$ cat src/rtl/rx_oversampler.sv
// rx_oversampler: UART receive front end with 3-point majority sampling and runtime frame format
module rx_oversampler #(
  parameter int MAX_DATA_BITS = 9,
  parameter int SYNC_STAGES   = 3,
  parameter int CLK_DIV_WIDTH = 16
) (
  input  logic                     clk_i,
  input  logic                     rst_ni,
  input  logic [CLK_DIV_WIDTH-1:0] cr_clk_div_i,
  input  logic [2:0]               cr_ds_i,
  input  logic [1:0]               cr_p_i,
  input  logic                     cr_s_i,
  input  logic                     uart_rx_i,
  output logic [MAX_DATA_BITS-1:0] data_o,
  output logic                     parity_err_o,
  output logic                     frame_err_o,
  output logic                     noise_err_o,
  output logic                     break_o,
  output logic                     output_valid_o
);
  typedef enum logic [2:0] {IDLE, START, DATA, PARITY, STOP, WAIT_IDLE} state_e;
  localparam logic [CLK_DIV_WIDTH-1:0] ONE = 1;
  state_e state_q, state_d;
  logic [SYNC_STAGES-1:0] sync_q;
  logic [CLK_DIV_WIDTH-1:0] div_q, div_d, p_q, p_d, half;
  logic [3:0] n_q, n_d, idx_q, idx_d, n_raw, n_cfg;
  logic [1:0] pm_q, pm_d;
  logic two_q, two_d, s0_q, s0_d, s1_q, s1_d;
  logic par_acc_q, par_acc_d, perr_q, perr_d, noise_q, noise_d, frame_q, frame_d, zero_q, zero_d;
  logic [MAX_DATA_BITS-1:0] shift_q, shift_d, data_q, data_d;
  logic perr_o_q, perr_o_d, ferr_o_q, ferr_o_d, noise_o_q, noise_o_d, brk_o_q, brk_o_d, valid_q, valid_d;
  logic rx_s, eval, wrap, maj, noisy, zero_n;
  assign rx_s   = sync_q[SYNC_STAGES-1];
  assign half   = div_q >> 1;
  assign eval   = p_q == half + ONE;
  assign wrap   = p_q == div_q - ONE;
  assign maj    = (s0_q & s1_q) | (s0_q & rx_s) | (s1_q & rx_s);
  assign noisy  = (s0_q ^ s1_q) | (s1_q ^ rx_s);
  assign zero_n = (idx_q == 4'd0) ? zero_q & ~maj : zero_q;
  assign n_raw  = 4'd5 + {1'b0, cr_ds_i};
  assign n_cfg  = (n_raw > 4'(MAX_DATA_BITS)) ? 4'(MAX_DATA_BITS) : n_raw;
  assign data_o         = data_q;
  assign parity_err_o   = perr_o_q;
  assign frame_err_o    = ferr_o_q;
  assign noise_err_o    = noise_o_q;
  assign break_o        = brk_o_q;
  assign output_valid_o = valid_q;
  // Input synchroniser; resets to the idle-high line level
  always_ff @(posedge clk_i or negedge rst_ni) begin
    if (!rst_ni) sync_q <= '1;
    else sync_q <= {sync_q[SYNC_STAGES-2:0], uart_rx_i};
  end
  // Frame sequencing, bit timing, majority voting and result capture
  always_comb begin
    state_d   = state_q;
    div_d     = div_q;
    n_d       = n_q;
    idx_d     = idx_q;
    pm_d      = pm_q;
    two_d     = two_q;
    s0_d      = (p_q == half - ONE) ? rx_s : s0_q;
    s1_d      = (p_q == half) ? rx_s : s1_q;
    p_d       = (wrap || state_q == IDLE || state_q == WAIT_IDLE) ? '0 : p_q + ONE;
    par_acc_d = par_acc_q;
    perr_d    = perr_q;
    noise_d   = (eval && state_q != IDLE && state_q != WAIT_IDLE) ? noise_q | noisy : noise_q;
    frame_d   = frame_q;
    zero_d    = zero_q;
    shift_d   = shift_q;
    data_d    = data_q;
    perr_o_d  = perr_o_q;
    ferr_o_d  = ferr_o_q;
    noise_o_d = noise_o_q;
    brk_o_d   = brk_o_q;
    valid_d   = 1'b0;
    case (state_q)
      IDLE: if (!rx_s && !valid_q) begin
        state_d   = START;
        div_d     = cr_clk_div_i;
        n_d       = n_cfg;
        pm_d      = cr_p_i;
        two_d     = cr_s_i;
        idx_d     = '0;
        shift_d   = '0;
        par_acc_d = cr_p_i[0];
        perr_d    = 1'b0;
        noise_d   = 1'b0;
        frame_d   = 1'b0;
        zero_d    = 1'b1;
      end
      START: begin
        if (eval && maj) state_d = IDLE;
        else if (wrap) state_d = DATA;
      end
      DATA: begin
        if (eval) begin
          shift_d   = {maj, shift_q[MAX_DATA_BITS-1:1]};
          par_acc_d = par_acc_q ^ maj;
          zero_d    = zero_q & ~maj;
        end
        if (wrap) begin
          idx_d   = (idx_q == n_q - 4'd1) ? 4'd0 : idx_q + 4'd1;
          state_d = (idx_q != n_q - 4'd1) ? DATA : (pm_q != 2'b00) ? PARITY : STOP;
        end
      end
      PARITY: begin
        if (eval) begin
          perr_d = maj ^ par_acc_q;
          zero_d = zero_q & ~maj;
        end
        if (wrap) state_d = STOP;
      end
      STOP: begin
        if (eval) begin
          frame_d = frame_q | ~maj;
          zero_d  = zero_n;
          if (idx_q == {3'b000, two_q}) begin
            valid_d   = 1'b1;
            data_d    = shift_q >> (4'(MAX_DATA_BITS) - n_q);
            perr_o_d  = perr_q;
            ferr_o_d  = frame_q | ~maj;
            noise_o_d = noise_q | noisy;
            brk_o_d   = zero_n;
            state_d   = maj ? IDLE : WAIT_IDLE;
          end
        end
        if (wrap) idx_d = idx_q + 4'd1;
      end
      WAIT_IDLE: if (rx_s) state_d = IDLE;
      default: state_d = IDLE;
    endcase
  end
  // State and datapath registers
  always_ff @(posedge clk_i or negedge rst_ni) begin
    if (!rst_ni) begin
      state_q   <= IDLE;
      div_q     <= '0;
      p_q       <= '0;
      n_q       <= '0;
      idx_q     <= '0;
      pm_q      <= '0;
      two_q     <= 1'b0;
      s0_q      <= 1'b0;
      s1_q      <= 1'b0;
      par_acc_q <= 1'b0;
      perr_q    <= 1'b0;
      noise_q   <= 1'b0;
      frame_q   <= 1'b0;
      zero_q    <= 1'b0;
      shift_q   <= '0;
      data_q    <= '0;
      perr_o_q  <= 1'b0;
      ferr_o_q  <= 1'b0;
      noise_o_q <= 1'b0;
      brk_o_q   <= 1'b0;
      valid_q   <= 1'b0;
    end else begin
      state_q   <= state_d;
      div_q     <= div_d;
      p_q       <= p_d;
      n_q       <= n_d;
      idx_q     <= idx_d;
      pm_q      <= pm_d;
      two_q     <= two_d;
      s0_q      <= s0_d;
      s1_q      <= s1_d;
      par_acc_q <= par_acc_d;
      perr_q    <= perr_d;
      noise_q   <= noise_d;
      frame_q   <= frame_d;
      zero_q    <= zero_d;
      shift_q   <= shift_d;
      data_q    <= data_d;
      perr_o_q  <= perr_o_d;
      ferr_o_q  <= ferr_o_d;
      noise_o_q <= noise_o_d;
      brk_o_q   <= brk_o_d;
      valid_q   <= valid_d;
    end
  end
endmodule
$ cat config.mk
export PLATFORM = sky130hd
export DESIGN_NAME = rx_oversampler
export DESIGN_NICKNAME = d
export VERILOG_FILES = /design/src/rtl/rx_oversampler.sv
export SDC_FILE = /design/constraint.sdc
export NUM_CORES = 1
export LEC_CHECK = 0
export CAP_MARGIN = 20
export CELL_PAD_IN_SITES_DETAIL_PLACEMENT = 0
export CELL_PAD_IN_SITES_GLOBAL_PLACEMENT = 2
export CORE_ASPECT_RATIO = 0.6
export CORE_MARGIN = 5
export CORE_UTILIZATION = 41
export CTS_BUF_LIST = sky130_fd_sc_hd__clkbuf_4 sky130_fd_sc_hd__clkbuf_8
export DETAILED_ROUTE_END_ITERATION = 8
export GPL_TIMING_DRIVEN = 0
export PLACE_DENSITY = 0.87
export SLEW_MARGIN = 40
export SYNTH_ARGS = -nofsm -noshare
export SYNTH_HDL_FRONTEND = slang
export SYNTH_SLANG_ARGS = --single-unit
export TNS_END_PERCENT = 30
$ cat constraint.sdc
create_clock -name clk_i -period 8 [get_ports clk_i]
set_input_delay 2.4 -clock clk_i [delete_from_list [all_inputs] [get_ports clk_i]]
set_output_delay 2.4 -clock clk_i [all_outputs]
set_load 0.1 [all_outputs]
-- Yosys cells after proc, flatten, opt, wreduce, memory -nomap -nowiden
Index checks and enable logic that the tools add are counted.
- $add $sub $neg: 8
- mux-type cells: 40
- order comparisons: 1
- reductions and logical operators: 26
- bitwise logic cells: 13
- shift-type cells: 1
- eq/ne operators: 24
- operator list (operator ; number):
    $eq 16x16->1 ; 3
    $mux 3 ; 11
    $mux 4 ; 5
    $mux 9 ; 2
    $pmux 3 s6 ; 1
    $pmux 9 s2 ; 1
    $add 15x1->16 const B ; 1
    $add 16x1->16 const B ; 1
    $eq 16x15->1 ; 1
    $mux 16 ; 1
    $ne 2x2->1 const B ; 8
    $sub 15x1->16 const B ; 1
    $sub 16x1->16 const B ; 1
    $mux 1 ; 14
    $pmux 4 s3 ; 1
    $reduce_and 3->1 ; 4
    $reduce_bool 3->1 ; 3
    $shr 9x4->9 ; 1
    $reduce_and 4->1 ; 2
    $reduce_bool 2->1 ; 4
    $reduce_and 7->1 ; 1
    $eq 3x2->1 const B ; 2
    $eq 3x3->1 const B ; 2
    $ne 3x3->1 const B ; 2
    23 further kinds ; 40
- register bits after elaboration: 79
- logic and storage cells: 135

-- Depth between registers and ports, before layout
Gate-level depths: netlist of run 1.
- depth after elaboration: 8
- mapped depth: 13
- depth with buffers taken out: 10

-- Worst setup path after synthesis of run 1
No wires, ideal clock.
- path type: flip-flop to flip-flop
- start point: register div_q[2]
- end point: register idx_q[0]
- clock period less this slack: 3.320 ns
- buffers on the path: 2
- data required time: 7.872 ns
- stages on the path, launching flop included: 13
- slack: 4.680 ns
- data arrival time: 3.192 ns
- path through: dfrtp_1 clkbuf_1 inv_1 ha_1 or4b_4 buf_6 nor3_1 mux2i_1 nand3_1 nor4_1 nand3_4 a21oi_4 mux2_1
- longest elaborated chain between the ends: 4
- elaborated cells between the ends (all ways): 5
- those cells by class: add/sub (1); eq/ne (3); reduce/logical (1)
- ends and longest elaborated chain (what ; line ; RTL):
    start: declaration ; 25 ; logic [CLK_DIV_WIDTH-1:0] div_q, div_d, p_q, p_d, half;
    start signal: assignment ; 159 ; div_q <= div_d;
    $sub 16x1->16 (*) ; 36 ; assign wrap = p_q == div_q - ONE;
    $eq 16x16->1 (*) ; 36 ;
    $ne 2x2->1 (no source line) ; - ;
    $reduce_and 4->1 (no source line) (*) ; - ;
    end signal: assignment ; 162 ; idx_q <= idx_d;
    end: declaration ; 26 ; logic [3:0] n_q, n_d, idx_q, idx_d, n_raw, n_cfg;
Every way passes the cells marked *; elsewhere a longest branch is shown, timed or not.
A chain may end at the register's enable or synchronous reset.

-- Final worst setup path of run 1
- start point: register div_q[0]
- end point: register p_q[9]
- longest elaborated chain between the ends: 5
- ends and longest elaborated chain (what ; line ; RTL):
    $sub 16x1->16 ; 36 ;
    $eq 16x16->1 ; 36 ;
    $logic_or 1x1->1 (2 in series) ; 63 ; p_d = (wrap || state_q == IDLE || state_q == WAIT_IDLE) ? '0 : p_q + ONE;
    $mux 16 ; 63 ;
    net p_d[9] ; 25 ;
    end signal: assignment ; 160 ; p_q <= p_d;
    end: declaration ; 25 ;
The timed path passes the listed nets, and every way through them passes these cells.

==> results of run 1 <==
-- power by group through the flow --
stage          registers, uW  logic, uW  clock network [uW]
2_1_floorplan            443        198                   0
3_3_place_gp             449        270                   0
3_5_place_dp             449        276                   0
4_1_cts                  441        278                 341
5_1_grt                  444        311                 357
6_report                 441        281                 331
-- worst min-delay path by stage --
stage	from	endpoint	slack [ns]	cells after the start
after CTS	sync_q[1]	sync_q[2]	0.36	0
final	sync_q[1]	sync_q[2]	0.36	0
after global routing	sync_q[0]	sync_q[1]	0.37	0
after detailed placement	sync_q[1]	sync_q[2]	0.35	0
after global placement	sync_q[1]	sync_q[2]	0.35	0
after floorplan	sync_q[0]	sync_q[1]	0.35	0
-- state kept, by name (all words and copies together), names as in the netlist --
register        cells
output_valid_o      1
noise_err_o         1
frame_q             1
zero_q              1
pm_q                2
data_o              9
sync_q              3
two_q               1
idx_q               4
frame_err_o         1
shift_q             9
div_q              16
parity_err_o        1
p_q                16
s0_q                1
perr_q              1
s1_q                1
break_o             1
par_acc_q           1
noise_q             1
state_q             3
n_q                 4
-- metal layers --
metal / share of wire (%) / vias up
met5: 0 / -
met4: 0.80 / 0
met3: 8.2 / 13
met2: 36 / 153
met1: 55 / 2385
li1: - / 2412
-- kinds of logic after synthesis --
family,Yosys count,share of synthesized area (%)
flip-flops,79,35.6
buffers and inverters,72,5.35
AND/OR/NAND/NOR,293,26.5
multiplexers,26,5.67
AO/OA/AOI/OAI,105,12.7
XOR/XNOR,73,11.5
adder cells (fa/ha/maj),12,2.70
-- worst reg2reg max path, cell delays in order, from the launching register on --
cell and delay, ns:
dfrtp_1 0.37, clkbuf_1 0.28, inv_1 0.21, ha_1 0.19
nor3b_2 0.55, nand2_1 0.11, a22oi_1 0.26, nand4_1 0.31
nor4_1 0.78, nand2_1 0.25, nand2_1 0.34, buf_2 0.31
nor2_1 0.09
-- layout by cell type (no fill, tap or decap), types with 12 or more instances in the layout --
master and instances:
nor4_1 13, buf_2 24, o21ai_0 23, nor3_1 18, dfrtp_1 76, nand3_1 39, xor2_1 34, a21oi_1 17
ha_1 12, clkdlybuf4s50_1 23, nor2_1 64, inv_1 30, xnor2_1 39, nand2_1 91, clkbuf_1 25
-- stage by stage --
stage                     instance area, um^2  total power [uW]  hold WS (ns)  worst slack (ns)  utilization [%]
final                                    6350              1050         0.360              3.83             47.1
after global routing                     6350              1110         0.367              3.59             47.1
after CTS                                6340              1060         0.362              3.87             47.1
after detailed placement                 6130               725         0.347              3.88             45.5
after global placement                   6160               719         0.346              1.54             45.8
after floorplan                          5570               641         0.345              4.68                -
-- layout make-up --
| cell class | count | area [um^2] | area share (%) |
|---|---|---|---|
| clock inverters | 6 | 75.1 | 1.18 |
| repair buffers | 39 | 339 | 5.34 |
| flip-flops and latches | 79 | 1980 | 31.2 |
| inverters | 31 | 116 | 1.83 |
| well taps | 175 | 219 | 3.45 |
| clock buffers | 10 | 138 | 2.17 |
| multi-input cells | 509 | 3300 | 52.0 |
| plain buffers | 41 | 181 | 2.86 |
==> results_dict.tcl, run 1 <==
set metrics [dict create \
    dr.pass1.iters 5 \
    p_comb_share_pct 26.7 \
    grt_pass1_wl_um 26600 \
    crit_path_max_fanout 10 \
    grt.busiest_layer "met1" \
    slew_violations 0 \
    avgSynthCellArea_um2 8.43 \
    worstRegToRegCells 12 \
    use_met3_pct 6.89 \
    drt_iter0_markers 593 \
    drive_gt1_share_pct 10.1 \
    async_flop_share_pct 100 \
    crit_end "p_q[9]" \
    finalNonFillerCells 890 \
    use_met2_pct 26.0 \
    regToRegSetupSlack_ns 3.83 \
    area_growth_pct 14.0 \
    grt_max_degree 56 \
    ios 39 \
    path_common_cell "nand2_1" \
    p_seq_share_pct 41.9 \
    numCtsBuffers 9 \
    chipHeight_um 100 \
    routedWlPerCell_um 18.5 \
    grt_use_total_pct 21.1 \
    nFillCells 1287 \
    cts_root_buf "clkbuf_8" \
    yosysTopAreaCell "dfrtp_1" \
    antenna_found_initial 0 \
    finalWirelength_um 16400 \
    synth_fp_nets 697 \
    clock_latency_ns 0.37 \
    hp-class "register to register" \
    portBuffers 38 \
    power.internal_uw 691 \
    cap_violations 0 \
    synth_cell_type_count 70 \
    synth_area_um2 5570 \
    pwr-share-clk_pct 31.4 \
    crit_required_ns 8.25 \
    swShare_pct 34.3 \
    cpMaxStageDelayCell "nor4_1" \
    synth_warnings 0 \
    critPathLaunchType "register" \
    cts.sinks 79 \
    finalSetupViolCount 0 \
    synthCells 660 \
    synth_most_common_cell "nand2_1" \
    netlist_top_cells_area "dfrtp_1 34%, nand2_1 6.1%, xnor2_1 6.1%, xor2_1 5.4%, nor2_1 4.5%" \
    synth-seq-cells 79 \
    yosysSeqAreaShare_pct 35.6 \
    min_period_ns 4.17 \
    via_per_inst 5.58 \
    clock_skew_ns 0.0157 \
    crit_buf_inv 3 \
    netlist.area_leader.share_pct 34.2 \
    rsz0062_at_grt "no" \
    fin_nets 747 \
    ctsLongestPathBuffers 2 \
    status "complete, no violations" \
    peakVddDrop_v 0.0000906 \
    synth_top_cells_by_count "91 x nand2_1, 76 x dfrtp_1, 66 x nor2_1, 39 x nand3_1, 39 x xnor2_1" \
    placedCellCount 874 \
    p_leak_uw 0.00267 \
    reg2reg_from "div_q[0]" \
    num_vias 4963 \
    worst_slew_pin_slew_ns 0.792 \
    crit_path_max_incr_delay_ns 0.78 \
    core_area_um2 13500 \
    rows 33 \
    fin_crit_sh_pct 52.1 \
    fp.dieArea_um2 16100 \
    crit_chain "clkbuf_1 > inv_1 > ha_1 > nor3b_2 > nand2_1 > a22oi_1 > nand4_1 > nor4_1 > nand2_1 > nand2_1 > buf_2 > nor2_1" \
    htreeDepth 3 \
    antenna_cells 0 \
    max_slew_margin_pct 46.7 \
    reg2reg_to "p_q[9]" \
    setup_tns_ns 0 \
    ant_nets 0 \
    max_freq_ghz 0.240 \
    powerDensity_nw_per_um2 166 \
    gp_congestion 0.900 \
    drc 0 \
    worstPathArrival_ns 4.42 \
    p_switching_uw 362 \
    criticalPathCategory "register to register" \
    path_clk_slew_ns 0.10 \
    cts_setup_buffers 0 \
    critPathTopFamily "simple AND/OR/NAND/NOR gates" \
    dieWidth_um 160 \
    overflow 0 \
    dpl.hpwl_um 12800 \
    startpoint "div_q[0]" \
    crit_cells 12 \
    cts.repair.resized 0 \
    holdBufCountCts 0 \
    synthFlopType "dfrtp_1" \
    synth_edf_count 0 \
    grtUsageMet1_pct 34.5 \
    finalHoldViolations 0 \
    tritoncts "yes" \
    start_util_pct 41.3 \
    crit_path_end_kind "register" \
    grt_pass1_vias 4694 \
]
Note: power is estimated with default switching activity, not from simulation.
==> inputs of run 2 (changes only) <==
--- a/config.mk
+++ b/config.mk
@@ -10,11 +10,11 @@
 export CELL_PAD_IN_SITES_GLOBAL_PLACEMENT = 2
 export CORE_ASPECT_RATIO = 0.6
 export CORE_MARGIN = 5
-export CORE_UTILIZATION = 41
+export CORE_UTILIZATION = 34
 export CTS_BUF_LIST = sky130_fd_sc_hd__clkbuf_4 sky130_fd_sc_hd__clkbuf_8
 export DETAILED_ROUTE_END_ITERATION = 8
 export GPL_TIMING_DRIVEN = 0
-export PLACE_DENSITY = 0.87
+export PLACE_DENSITY = 0.77
 export SLEW_MARGIN = 40
 export SYNTH_ARGS = -nofsm -noshare
 export SYNTH_HDL_FRONTEND = slang
==> constraint.sdc (replaced) <==
create_clock -name clk_i -period 3.7 [get_ports clk_i]
set_input_delay 1.11 -clock clk_i [delete_from_list [all_inputs] [get_ports clk_i]]
set_output_delay 1.11 -clock clk_i [all_outputs]
set_load 0.1 [all_outputs]
==> results_dict.tcl, run 2 (same netlist as run 1, synthesis figures left out) <==
set metrics [dict create \
    worstPathArrival_ns 3.77 \
    ctsLongestPathBuffers 2 \
    grt_max_degree 45 \
    via_per_inst 5.35 \
    cts_root_buf "clkbuf_8" \
    antenna_cells 0 \
    num_vias 4972 \
    tritoncts "yes" \
    htreeDepth 3 \
    placed_area_um2 6170 \
    critPathLaunchType "register" \
    dr.pass1.iters 5 \
    p_comb_share_pct 27.3 \
    p_seq_share_pct 42.0 \
    layout_common_cells "90 x nand2_1, 76 x dfrtp_1, 65 x nor2_1" \
    rsz0062_at_grt "no" \
    pwr-share-clk_pct 30.8 \
    worst_slew_pin_slew_ns 0.816 \
    portBuffers 38 \
    power.internal_uw 1470 \
    finalHoldViolations 0 \
    grt_pass1_wl_um 27500 \
    min_period_ns 3.50 \
    dp_slack_ns -0.416 \
    drt_iter0_markers 466 \
    dpl.hpwl_um 13200 \
    met1_length_um 9760 \
    criticalPathCategory "register to register" \
    start_util_pct 34.5 \
    clock_latency_ns 0.38 \
    finalSetupViolCount 0 \
    top_regs "div_q (16), p_q (16)" \
    whs_ns 0.360 \
    swShare_pct 35.4 \
    p_switching_uw 807 \
    path_clk_slew_ns 0.10 \
    ios 39 \
    status "complete, no violations" \
    fp.dieArea_um2 19100 \
    crit_required_ns 3.97 \
    finalNonFillerCells 930 \
    area_growth_pct 16.7 \
    ant_nets 0 \
    drc 0 \
    p_total_uw 2280 \
    crit_path_max_fanout 10 \
    dr_wl_met2_um 6000 \
    rows 36 \
    grt_pass1_vias 4621 \
    dieWidth_um 175 \
    gp_congestion 0.860 \
    numCtsBuffers 9 \
    placedCellCount 908 \
    fin_nets 753 \
    overflow 0 \
    cap_violations 0 \
    max_freq_ghz 0.285 \
    wl_met3_um 1410 \
    routedWlPerCell_um 18.6 \
    hp-class "register to register" \
    powerDensity_nw_per_um2 351 \
    fin_area_um2 6490 \
    p_leak_uw 0.00271 \
    fin_crit_sh_pct 94.7 \
    core_area_um2 16100 \
    grt_use_total_pct 18.7 \
    chipHeight_um 109 \
    nFillCells 1642 \
    postLayoutSetupSlackWorst_ns 0.196 \
    crit_path_end_kind "register" \
    peakVddDrop_v 0.000142 \
    antenna_found_initial 0 \
    regToRegSetupSlack_ns 0.20 \
    slew_violations 0 \
    cts.sinks 79 \
    max_slew_margin_pct 45.4 \
    finalWirelength_um 17300 \
    drive_gt1_share_pct 11.9 \
    top_layer_used "met4" \
    clock_skew_ns 0.0147 \
    final_common_cell "nand2_1" \
]
## run 2: power groups by stage
| stage | combinational, uW | clock (uW) | sequential [uW] |
|---|---|---|---|
| 4_1_cts | 612 | 717 | 955 |
| 5_1_grt | 685 | 750 | 964 |
| 6_report | 622 | 702 | 957 |
| 3_3_place_gp | 591 | 0 | 971 |
| 3_5_place_dp | 604 | 0 | 972 |
| 2_1_floorplan | 428 | 0 | 958 |
## run 2: final timing paths
check,cells past startpoint,endpoint,from
setup / recovery,9,data_o[8],div_q[1]
hold / removal,0,sync_q[2],sync_q[1]
setup reg to reg,9,data_o[8],div_q[1]
hold reg to reg,0,sync_q[2],sync_q[1]
max in group asynchronous,2,sync_q[2],rst_ni
min in group asynchronous,1,p_q[14],rst_ni
## run 2: through the flow
stage | setup TNS (ns) | utilization, %
finish | 0 | 40.3
detailed placement | -4.83 | 38.3
global route | 0 | 40.3
global placement | -123.59 | 38.5
floorplan | 0 | -
CTS | 0 | 39.7
## run 2: per-layer routing
metal	GRT usage [%]	vias to the layer above
li1	-	2426
met1	31.7	2365
met2	21.9	168
met3	5.27	13
met4	4.09	0
met5	0	-
## run 2: area by class of cell
type | instances | area [um^2] | share of cell area (%)
multi-input combinational | 509 | 3360 | 51.8
clock buffer | 9 | 124 | 1.91
sequential | 79 | 1980 | 30.5
tap | 209 | 262 | 4.03
clock inverter | 7 | 80.1 | 1.23
buffer | 40 | 179 | 2.75
inverter | 31 | 116 | 1.79
timing repair buffer | 46 | 392 | 6.03
## run 2: worst max-delay path, cell delays in order, from the launching register on
cell and delay (ns):
dfrtp_1 0.52, ha_1 0.29, nand3_1 0.30, nor4_4 0.29, mux2_2 0.37, a31oi_1 0.33, o2111ai_4 0.30, nor3_4 0.36
buf_2 0.29, mux2_1 0.34
## run 2: repair_timing
item,CTS,global route
pin swaps,0,2
hold buffers,0,0
setup endpoints to repair,18,19
buffers inserted,0,7
resized for setup,5,8
gates cloned,0,0
